[config.mk]
export PLATFORM = sky130hd
export DESIGN_NAME = csr_uart
export DESIGN_NICKNAME = d
export VERILOG_FILES = /design/src/rtl/csr_uart_defs.sv /design/src/rtl/uart_sync_fifo.sv /design/src/rtl/csr_uart.sv
export SDC_FILE = /design/constraint.sdc
export NUM_CORES = 1
export LEC_CHECK = 0
export CAP_MARGIN = 20
export CELL_PAD_IN_SITES_DETAIL_PLACEMENT = 1
export CELL_PAD_IN_SITES_GLOBAL_PLACEMENT = 2
export CORE_ASPECT_RATIO = 0.7
export CORE_UTILIZATION = 35
export DETAILED_ROUTE_END_ITERATION = 16
export GPL_ROUTABILITY_DRIVEN = 1
export GPL_TIMING_DRIVEN = 0
export PLACE_DENSITY = 0.95
export SLEW_MARGIN = 20
export SYNTH_ARGS = -nofsm -noshare
export SYNTH_HDL_FRONTEND = slang
export SYNTH_SLANG_ARGS = --single-unit
[constraint.sdc]
create_clock -name clk -period 5.4 [get_ports clk]
set_input_delay 0.54 -clock clk [delete_from_list [all_inputs] [get_ports clk]]
set_output_delay 0.54 -clock clk [all_outputs]
set_load 0.005 [all_outputs]
[src/rtl/csr_uart_defs.sv]
// Shared CSR op codes, STATUS bit positions and TX/RX state encodings for csr_uart.
package csr_uart_defs;

  localparam logic [2:0] OP_NONE  = 3'd0;
  localparam logic [2:0] OP_WRITE = 3'd1;
  localparam logic [2:0] OP_SET   = 3'd2;
  localparam logic [2:0] OP_CLEAR = 3'd3;

  localparam int ST_RX_VALID = 8;
  localparam int ST_TX_FULL  = 9;
  localparam int ST_TX_OVF   = 10;
  localparam int ST_RX_FERR  = 11;
  localparam int ST_RX_OVR   = 12;
  localparam int ST_TX_BUSY  = 13;

  typedef enum logic [1:0] {TX_IDLE, TX_START, TX_DATA, TX_STOP} tx_state_e;
  typedef enum logic [1:0] {RX_IDLE, RX_START, RX_DATA, RX_STOP} rx_state_e;

endpackage

[src/rtl/uart_sync_fifo.sv]
// Synchronous FIFO, 2**LOG2 entries; head visible on dout while non-empty, pop takes effect at the edge.
// A push when full is accepted only if a pop frees the slot in the same cycle; pop on empty is ignored.
module uart_sync_fifo #(
  parameter int WIDTH = 8,
  parameter int LOG2  = 2
) (
  input  logic             clk,
  input  logic             rst,
  input  logic             push,
  input  logic [WIDTH-1:0] din,
  input  logic             pop,
  output logic [WIDTH-1:0] dout,
  output logic             full,
  output logic             empty
);

  logic [LOG2:0]      wp, rp;
  logic [WIDTH-1:0]   mem [2**LOG2];
  logic               do_pop, do_push;

  assign empty   = (wp == rp);
  assign full    = (wp[LOG2] != rp[LOG2]) && (wp[LOG2-1:0] == rp[LOG2-1:0]);
  assign do_pop  = pop && !empty;
  assign do_push = push && (!full || do_pop);
  assign dout    = mem[rp[LOG2-1:0]];

  always_ff @(posedge clk) begin
    if (rst) begin
      wp <= '0;
      rp <= '0;
    end else begin
      if (do_push) wp <= wp + 1'b1;
      if (do_pop)  rp <= rp + 1'b1;
    end
  end

  // Storage needs no reset: it is only observed through the pointers.
  always_ff @(posedge clk) begin
    if (do_push) mem[wp[LOG2-1:0]] <= din;
  end

endmodule

[src/rtl/csr_uart.sv]
// CSR-mapped 8N1 UART: TX FIFO + serialiser, status read with 1-cycle latency, writes to a full FIFO are dropped.
// Receiver and its status bits exist only when CSR_UART_RX_EN is defined.
module csr_uart
  import csr_uart_defs::*;
#(
  parameter logic [11:0] BASE_ADDR = 12'hBC0,
  parameter int          CLK_KHZ   = 1000,
  parameter int          BAUD      = 115200,
  parameter int          FIFO_LOG2 = 2
) (
  input  logic        clk,
  input  logic        rst,
  input  logic        read,
  input  logic [2:0]  modify,
  input  logic [31:0] wdata,
  input  logic [11:0] addr,
  output logic [31:0] rdata,
  output logic        valid,
  output logic        tx,
`ifdef CSR_UART_RX_EN
  input  logic        rx,
`endif
  output logic        AVOID_WARNING
);

  localparam int DIV = (CLK_KHZ * 1000) / BAUD;
  localparam int CW  = $clog2(DIV + 1);
  localparam logic [CW-1:0] RELOAD = CW'(DIV - 1);

  if (DIV < 2) begin : g_bad_div
    $error("csr_uart: baud divider must be at least 2");
  end

  logic [11:0] q_Addr;
  logic        hit, csr_rd, csr_wr, csr_clr;
  logic        fifo_pop, fifo_full, fifo_empty, tx_busy;
  logic [7:0]  fifo_dat;
  logic [31:0] status;
  logic        tx_ovf;
  logic        unused_wdata;

  assign hit           = (q_Addr == BASE_ADDR);
  assign csr_rd        = read && hit;
  assign csr_wr        = hit && (modify == OP_WRITE);
  assign csr_clr       = hit && (modify == OP_CLEAR);
  assign AVOID_WARNING = 1'b0;
  assign unused_wdata  = ^wdata;

  uart_sync_fifo #(.WIDTH(8), .LOG2(FIFO_LOG2)) u_fifo (
    .clk   (clk),
    .rst   (rst),
    .push  (csr_wr),
    .din   (wdata[7:0]),
    .pop   (fifo_pop),
    .dout  (fifo_dat),
    .full  (fifo_full),
    .empty (fifo_empty)
  );

  tx_state_e       tx_state, tx_state_nx;
  logic [CW-1:0]   tx_cnt, tx_cnt_nx;
  logic [7:0]      tx_sh, tx_sh_nx;
  logic [2:0]      tx_bit, tx_bit_nx;

  always_ff @(posedge clk) begin
    if (rst) begin
      tx_state <= TX_IDLE;
      tx_cnt   <= '0;
      tx_sh    <= '0;
      tx_bit   <= '0;
    end else begin
      tx_state <= tx_state_nx;
      tx_cnt   <= tx_cnt_nx;
      tx_sh    <= tx_sh_nx;
      tx_bit   <= tx_bit_nx;
    end
  end

  // STOP pops the next byte directly so consecutive frames have no idle gap.
  always_comb begin
    tx_state_nx = tx_state;
    tx_cnt_nx   = (tx_cnt == '0) ? RELOAD : tx_cnt - 1'b1;
    tx_sh_nx    = tx_sh;
    tx_bit_nx   = tx_bit;
    fifo_pop    = 1'b0;
    tx          = 1'b1;
    case (tx_state)
      TX_IDLE: begin
        tx_cnt_nx = RELOAD;
        if (!fifo_empty) begin
          fifo_pop    = 1'b1;
          tx_sh_nx    = fifo_dat;
          tx_state_nx = TX_START;
        end
      end
      TX_START: begin
        tx = 1'b0;
        if (tx_cnt == '0) begin
          tx_state_nx = TX_DATA;
          tx_bit_nx   = '0;
        end
      end
      TX_DATA: begin
        tx = tx_sh[0];
        if (tx_cnt == '0) begin
          tx_sh_nx  = {1'b0, tx_sh[7:1]};
          tx_bit_nx = tx_bit + 1'b1;
          if (tx_bit == 3'd7) tx_state_nx = TX_STOP;
        end
      end
      TX_STOP: begin
        if (tx_cnt == '0) begin
          if (!fifo_empty) begin
            fifo_pop    = 1'b1;
            tx_sh_nx    = fifo_dat;
            tx_state_nx = TX_START;
          end else begin
            tx_state_nx = TX_IDLE;
          end
        end
      end
      default: tx_state_nx = TX_IDLE;
    endcase
  end

  assign tx_busy = !fifo_empty || (tx_state != TX_IDLE);

  always_ff @(posedge clk) begin
    if (rst) begin
      tx_ovf <= 1'b0;
    end else begin
      if (csr_clr && wdata[ST_TX_OVF]) tx_ovf <= 1'b0;
      if (csr_wr && fifo_full && !fifo_pop) tx_ovf <= 1'b1;
    end
  end

`ifdef CSR_UART_RX_EN
  localparam logic [CW-1:0] HALF = CW'(DIV / 2 - 1);

  logic            rx_s1, rx_s2, rx_s3;
  rx_state_e       rx_state, rx_state_nx;
  logic [CW-1:0]   rx_cnt, rx_cnt_nx;
  logic [7:0]      rx_sh, rx_sh_nx, rx_byte;
  logic [2:0]      rx_bit, rx_bit_nx;
  logic            rx_good, rx_bad, rx_valid, rx_ferr, rx_ovr;

  always_ff @(posedge clk) begin
    if (rst) begin
      rx_s1    <= 1'b1;
      rx_s2    <= 1'b1;
      rx_s3    <= 1'b1;
      rx_state <= RX_IDLE;
      rx_cnt   <= '0;
      rx_sh    <= '0;
      rx_bit   <= '0;
    end else begin
      rx_s1    <= rx;
      rx_s2    <= rx_s1;
      rx_s3    <= rx_s2;
      rx_state <= rx_state_nx;
      rx_cnt   <= rx_cnt_nx;
      rx_sh    <= rx_sh_nx;
      rx_bit   <= rx_bit_nx;
    end
  end

  always_comb begin
    rx_state_nx = rx_state;
    rx_cnt_nx   = (rx_cnt == '0) ? RELOAD : rx_cnt - 1'b1;
    rx_sh_nx    = rx_sh;
    rx_bit_nx   = rx_bit;
    rx_good     = 1'b0;
    rx_bad      = 1'b0;
    case (rx_state)
      RX_IDLE: begin
        rx_cnt_nx = HALF;
        if (!rx_s2 && rx_s3) rx_state_nx = RX_START;
      end
      RX_START: begin
        if (rx_cnt == '0) begin
          rx_bit_nx   = '0;
          rx_state_nx = rx_s2 ? RX_IDLE : RX_DATA;
        end
      end
      RX_DATA: begin
        if (rx_cnt == '0) begin
          rx_sh_nx  = {rx_s2, rx_sh[7:1]};
          rx_bit_nx = rx_bit + 1'b1;
          if (rx_bit == 3'd7) rx_state_nx = RX_STOP;
        end
      end
      RX_STOP: begin
        if (rx_cnt == '0) begin
          rx_good     = rx_s2;
          rx_bad      = !rx_s2;
          rx_state_nx = RX_IDLE;
        end
      end
      default: rx_state_nx = RX_IDLE;
    endcase
  end

  // A byte arriving in the same cycle as the consuming read replaces it, no overrun.
  always_ff @(posedge clk) begin
    if (rst) begin
      rx_valid <= 1'b0;
      rx_byte  <= '0;
      rx_ferr  <= 1'b0;
      rx_ovr   <= 1'b0;
    end else begin
      if (csr_rd) rx_valid <= 1'b0;
      if (csr_clr && wdata[ST_RX_FERR]) rx_ferr <= 1'b0;
      if (csr_clr && wdata[ST_RX_OVR])  rx_ovr  <= 1'b0;
      if (rx_bad) rx_ferr <= 1'b1;
      if (rx_good) begin
        if (rx_valid && !csr_rd) begin
          rx_ovr <= 1'b1;
        end else begin
          rx_byte  <= rx_sh;
          rx_valid <= 1'b1;
        end
      end
    end
  end
`endif

  always_comb begin
    status             = '0;
    status[ST_TX_FULL] = fifo_full;
    status[ST_TX_OVF]  = tx_ovf;
    status[ST_TX_BUSY] = tx_busy;
`ifdef CSR_UART_RX_EN
    status[7:0]         = rx_byte;
    status[ST_RX_VALID] = rx_valid;
    status[ST_RX_FERR]  = rx_ferr;
    status[ST_RX_OVR]   = rx_ovr;
`endif
  end

  always_ff @(posedge clk) begin
    if (rst) begin
      q_Addr <= '0;
      valid  <= 1'b0;
      rdata  <= '0;
    end else begin
      q_Addr <= addr;
      valid  <= csr_rd;
      rdata  <= csr_rd ? status : '0;
    end
  end

endmodule

Word-level counts from Yosys, hierarchy flattened

Memory sizes are Yosys's and may differ from the RTL's. A register that Yosys moved wholly into a read port is not among the register bits.
Index checks and enable logic that the tools add are counted.

Flip-flop bits (word level): 69
Bits in writable memories: 32
Input port bits: 50
Output and inout bits: 35
Logic and storage cells: 84
Memories kept: 1

Memory list:

| name       | depth | bits a word | read ports | clocked after Yosys merged registers in | wr ports | line                 | text |
|---|---|---|---|---|---|---|---|
| u_fifo.mem | 4     | 8           | 1          | 1                                       | 1        | uart_sync_fifo.sv:18 | `logic [WIDTH-1:0] mem [2**LOG2];` |

Add/sub/neg operators: 4
Equal/unequal tests: 15
Mux-type cells: 26
Bitwise gates (word level): 1
Reduce and logical (&&, ||, !) cells: 25

Operators with widths:

| operator                                                           | number |
|---|---|
| 8-bit 2-to-1 mux                                                   | 3 |
| 8-bit one-hot mux with 3 select lines                              | 1 |
| 2-bit 2-to-1 mux                                                   | 7 |
| 12-bit == test, second input constant                              | 1 |
| 3-bit 2-to-1 mux                                                   | 4 |
| 2-bit != test, second input constant                               | 5 |
| 3-bit by 1-bit adder with 3-bit output, second input constant      | 3 |
| 1-bit logical AND                                                  | 9 |
| 2-bit one-hot mux with 4 select lines                              | 1 |
| 1-bit 2-to-1 mux                                                   | 7 |
| 3-bit one-hot mux with 2 select lines                              | 1 |
| 3-bit AND reduction                                                | 2 |
| 2-bit nonzero test                                                 | 3 |
| 5-bit AND reduction                                                | 1 |
| 2-bit == test, second input constant                               | 2 |
| 4-bit logical NOT                                                  | 1 |
| 1-bit one-hot mux with 2 select lines                              | 2 |
| 4-bit by 1-bit subtractor with 4-bit output, second input constant | 1 |
| 3-bit by 1-bit == test with 1-bit output, second input constant    | 1 |
| 3-bit by 2-bit == test with 1-bit output, second input constant    | 1 |
| 3-bit == test                                                      | 1 |
| 3-bit == test, second input constant                               | 1 |
| 1-bit logical NOT                                                  | 3 |
| 3-bit nonzero test                                                 | 1 |
| 8 further kinds                                                    | 9 |

Longest topological paths before layout

Word-level depth: 9
Mapped depth: 8
Gate-level depth less buffers: 6

By module

From an unflattened synthesis, not the netlist that was laid out.

Cells, all modules: 272
Area, all modules: 3,395.8 um^2

By module, submodules not included:

| module         | instances | cells an instance | area each (um^2) | sequential area each (um^2) |
|---|---|---|---|---|
| uart_sync_fifo | 1         | 97                | 1,699.1          | 1,121.1 |
| csr_uart       | 1         | 175               | 1,696.6          | 680.7 |

Worst setup path before layout

Ideal clock, no wire load.

Kind: register to register
From: register tx_state[0]
To: memory u_fifo.mem[3][0] (enable)
Setup time: 0.332 ns
Data arrival time: 1.765 ns
Data required time: 5.068 ns
Setup slack: 3.303 ns
Stages on the path, launching flop included: 7
Path buffers: 0
Clock period less this slack: 2.097 ns
Cell sequence: dfxtp_1 > inv_1 > ha_1 > nor2b_1 > a31oi_4 > a2111oi_4 > and2_1

Cells in the longest elaborated chain, start to end: 7
Elaborated cells between the ends (all ways): 8
Those cells by class: 1 x eq/ne; 3 x mux; 4 x reduce/logical

RTL lines:

| element                                                   | line                 | text |
|---|---|---|
| start, declared                                           | csr_uart.sv:60       | `tx_state_e tx_state, tx_state_nx;` |
| start signal, assigned                                    | csr_uart.sv:72       | `tx_state <= tx_state_nx;` |
| 2-bit == test / 2-bit logical NOT (equally long branches) | csr_uart.sv:87       | `case (tx_state)` |
| 1-bit one-hot mux with 2 select lines *                   | csr_uart.sv:87       |  |
| 1-bit logical AND *                                       | uart_sync_fifo.sv:23 | `assign do_pop = pop && !empty;` |
| 1-bit logical OR *                                        | uart_sync_fifo.sv:24 | `assign do_push = push && (!full \|\| do_pop);` |
| 1-bit logical AND *                                       | uart_sync_fifo.sv:24 |  |
| 1-bit 2-to-1 mux *                                        | uart_sync_fifo.sv:39 | `if (do_push) mem[wp[LOG2-1:0]] <= din;` |
| 1-bit 2-to-1 mux (implied by the code) *                  | uart_sync_fifo.sv:39 |  |
| end, declared                                             | uart_sync_fifo.sv:18 |  |

Every way passes the cells marked *; elsewhere a longest branch is shown, timed or not.

Worst setup path in the final report

From: register tx_state[0]
To: output tx

Cells in the longest elaborated chain, start to end: 2
Elaborated cells between the ends (all ways): 3
Those cells by class: 2 x eq/ne; 1 x mux

RTL lines:

| element                                                                          | line           | text |
|---|---|---|
| 2-bit == test / 2-bit by 1-bit == test with 1-bit output (equally long branches) | csr_uart.sv:87 |  |
| 1-bit one-hot mux with 2 select lines *                                          | csr_uart.sv:87 |  |
| end, declared                                                                    | csr_uart.sv:19 | `output logic tx,` |

Marked as above.

==> flow_metrics.tcl <==
set metrics [dict create \
    dp.cells 459 \
    yosys-top-cells-area "edfxtp_1, dfxtp_1, buf_4, mux4_2, ha_1" \
    power_leakage_nw 1.68 \
    status "finished clean" \
    seq_area_frac_synth_pct 52.6 \
    synth_edf_count 32 \
    fp.dieW_um 120 \
    worstSkewPairLatency_ps 330 \
    finalNetCount 410 \
    pre_cts_ws_ps 2700 \
    finalCriticalPeriod_ps 3020 \
    cts_resized 0 \
    slew_headroom_pct 57.2 \
    area_delta_synth_final_pct 25.4 \
    power_mw 1.41 \
    yosysMostFrequentCell "dfxtp_1" \
    tritoncts "done" \
    crit_chain "inv_1 -> ha_1 -> clkbuf_1 -> inv_1 -> buf_2 -> mux2i_1 -> clkdlybuf4s50_1" \
    firstDrtPassIters 4 \
    maxSlewViolCount 0 \
    dieArea_um2 10200 \
    async_reset_ff_share_pct 0 \
    cts.sink_count 74 \
    drive_gt1_share_pct 21.4 \
    drt-initial-drc-count 91 \
    ys.flop_type "dfxtp_1" \
    tightest_slew_ps 637 \
    ys_types 51 \
    drc 0 \
    vias 2227 \
    ant_nets 0 \
    cts_root_buf "clkbuf_16" \
    p_sw_mw 0.355 \
    routabilityCongestion 0.685 \
    cp_common_cell "inv_1" \
    final_area_um2 4300 \
    ir_drop_v 0.000212 \
    endpoint_kind "output port" \
    port_buffers 31 \
    yosys-top-cells-count "dfxtp_1, edfxtp_1, buf_4, a21oi_1, nor2b_1" \
    antenna_found_initial 0 \
    cts_hold_buf 0 \
    finalClockSkew_ps 5.20 \
    synth_area_um2 3430 \
    wirelength_um 7510 \
    hold_path.class "flop to flop" \
    met2_length_um 3870 \
    synth_top_cell_by_area "edfxtp_1" \
    wl_met1_um 3290 \
    cts.htree.levels 3 \
    crit_family "buffers and inverters" \
    initial_core_util_pct 36.9 \
    dp_hpwl_um 5420 \
    maxCapViolCount 0 \
    cts_buffer_depth 2 \
    fillers 1005 \
    fmax_mhz 331 \
    yosys_warnings 0 \
    swShare_pct 25.1 \
    grt_pass1_vias 2418 \
    core_um2 9290 \
    regArea_um2 1800 \
    synthCells 275 \
    grt_first_pass_wirelength_um 12500 \
    internal_power_mw 1.06 \
    ys_ff_latch 74 \
    grt_usage_pct 16.3 \
    clkPwrFrac_pct 41.4 \
    fin_cells 475 \
    path_clk_slew_ps 60 \
    required_ps 4860 \
    timing.final.crit_share_pct 55.9 \
    critical_path_class "flop to output port" \
    p_per_area_nw_per_um2 329 \
    cp.buffers_inverters 5 \
    cpPeakStageDelay_ps 540 \
    fin_ws_ps 2380 \
    met3_length_um 284 \
    syn_area_per_cell_um2 12.5 \
    rsz0062_at_grt "false" \
    antenna_cells 0 \
    utilization_pct 46.3 \
    critPathSlowestCell "clkdlybuf4s50_1" \
    cp_data_arrival_time_ps 2480 \
    multi_input_area_um2 1420 \
    cts_setup_buffers 0 \
    hold_ws_ps 469 \
    crit_fanout 10 \
    io_pins 85 \
    placed_cell_area_um2 4000 \
    setup_violations 0 \
    viasPerCell 4.69 \
    wl_per_cell_um 15.8 \
    seq_power_share_pct 43.0 \
    p_comb_share_pct 15.6 \
    cts_buffers 9 \
    grt_max_degree 14 \
    synth_top_cell_area_share_pct 28.0 \
    std_cell_rows 29 \
    top_layer "met4" \
    grt_overflow 0 \
    die_y_um 84.8 \
    finalSetupTns_ps 0 \
    setup.worst_path.start_class "flop" \
    hold_violations 0 \
]
==> cell type report <==
type / instances / share of cell area (%)
clock buffer: 10 / 5.33
inverter: 11 / 0.961
tap: 124 / 3.61
clock inverter: 6 / 1.54
sequential: 74 / 41.9
buffer: 40 / 6.38
multi-input combinational: 179 / 33.0
timing repair buffer: 31 / 7.22
==> cells by family (layout without fill, tap and decap cells) <==
group,count (synthesis),count (layout),share of synthesized area [%]
and+or+nand+nor,67,67,12.9
AOI/OAI and AO/OA,43,43,9.35
adders and majority gates,14,14,5.11
xor gates and xnor gates,6,6,2.19
other,1,30,0.109
DFF,74,74,52.6
muxes,19,19,8.58
buffers and inverters,51,98,9.20
==> state kept, by name, indices dropped and copies added, names as in the netlist, named ones only <==
| signal | count |
|---|---|
| tx_state | 2 |
| tx_ovf | 1 |
| rdata | 3 |
| u_fifo.mem | 32 |
| tx_cnt | 4 |
| u_fifo.rp | 3 |
| u_fifo.wp | 3 |
| tx_bit | 3 |
| valid | 1 |
| q_Addr | 12 |
| tx_sh | 8 |
==> cell usage in the layout, fill, tap and decap left out, types with 2 or more instances in the layout <==
cell type,n
dfxtp_1,42
edfxtp_1,32
clkdlybuf4s50_1,31
buf_4,30
conb_1,30
a21oi_1,17
nor2b_1,15
ha_1,14
inv_1,11
o21ai_0,10
and2_1,9
nor2_1,9
clkbuf_16,9
or3_1,8
mux2i_1,8
mux4_2,8
clkbuf_1,7
nand3_1,4
xnor2_1,3
xor2_2,3
nand2b_1,3
nor3_1,3
nor3b_1,3
mux2_2,3
nor4_1,2
a211oi_1,2
buf_2,2
a32oi_1,2
clkinv_4,2
==> path summary, 6_finish.rpt <==
check | slack, ps | endpoint | start | cells after the start
max reg2reg | 2810 | u_fifo.mem[1][1] | tx_cnt[0] | 6
max | 2380 | tx | tx_state[0] | 7
min reg2reg | 470 | rdata[10] | tx_ovf | 1
min | 470 | rdata[10] | tx_ovf | 1
==> power groups by stage <==
stage / sequential, mW / clock [mW] / combinational (mW)
2_1_floorplan: 0.617 / 0 / 0.154
3_3_place_gp: 0.618 / 0 / 0.211
3_5_place_dp: 0.619 / 0 / 0.219
4_1_cts: 0.607 / 0.596 / 0.221
5_1_grt: 0.610 / 0.619 / 0.244
6_report: 0.607 / 0.586 / 0.221
==> metal layers <==
layer	vias to the layer above	GRT usage [%]
met3	6	4.62
met5	-	0
met1	1107	20.0
met2	42	28.2
li1	1072	-
met4	0	4.26
Power figures use the tool's default switching activity.
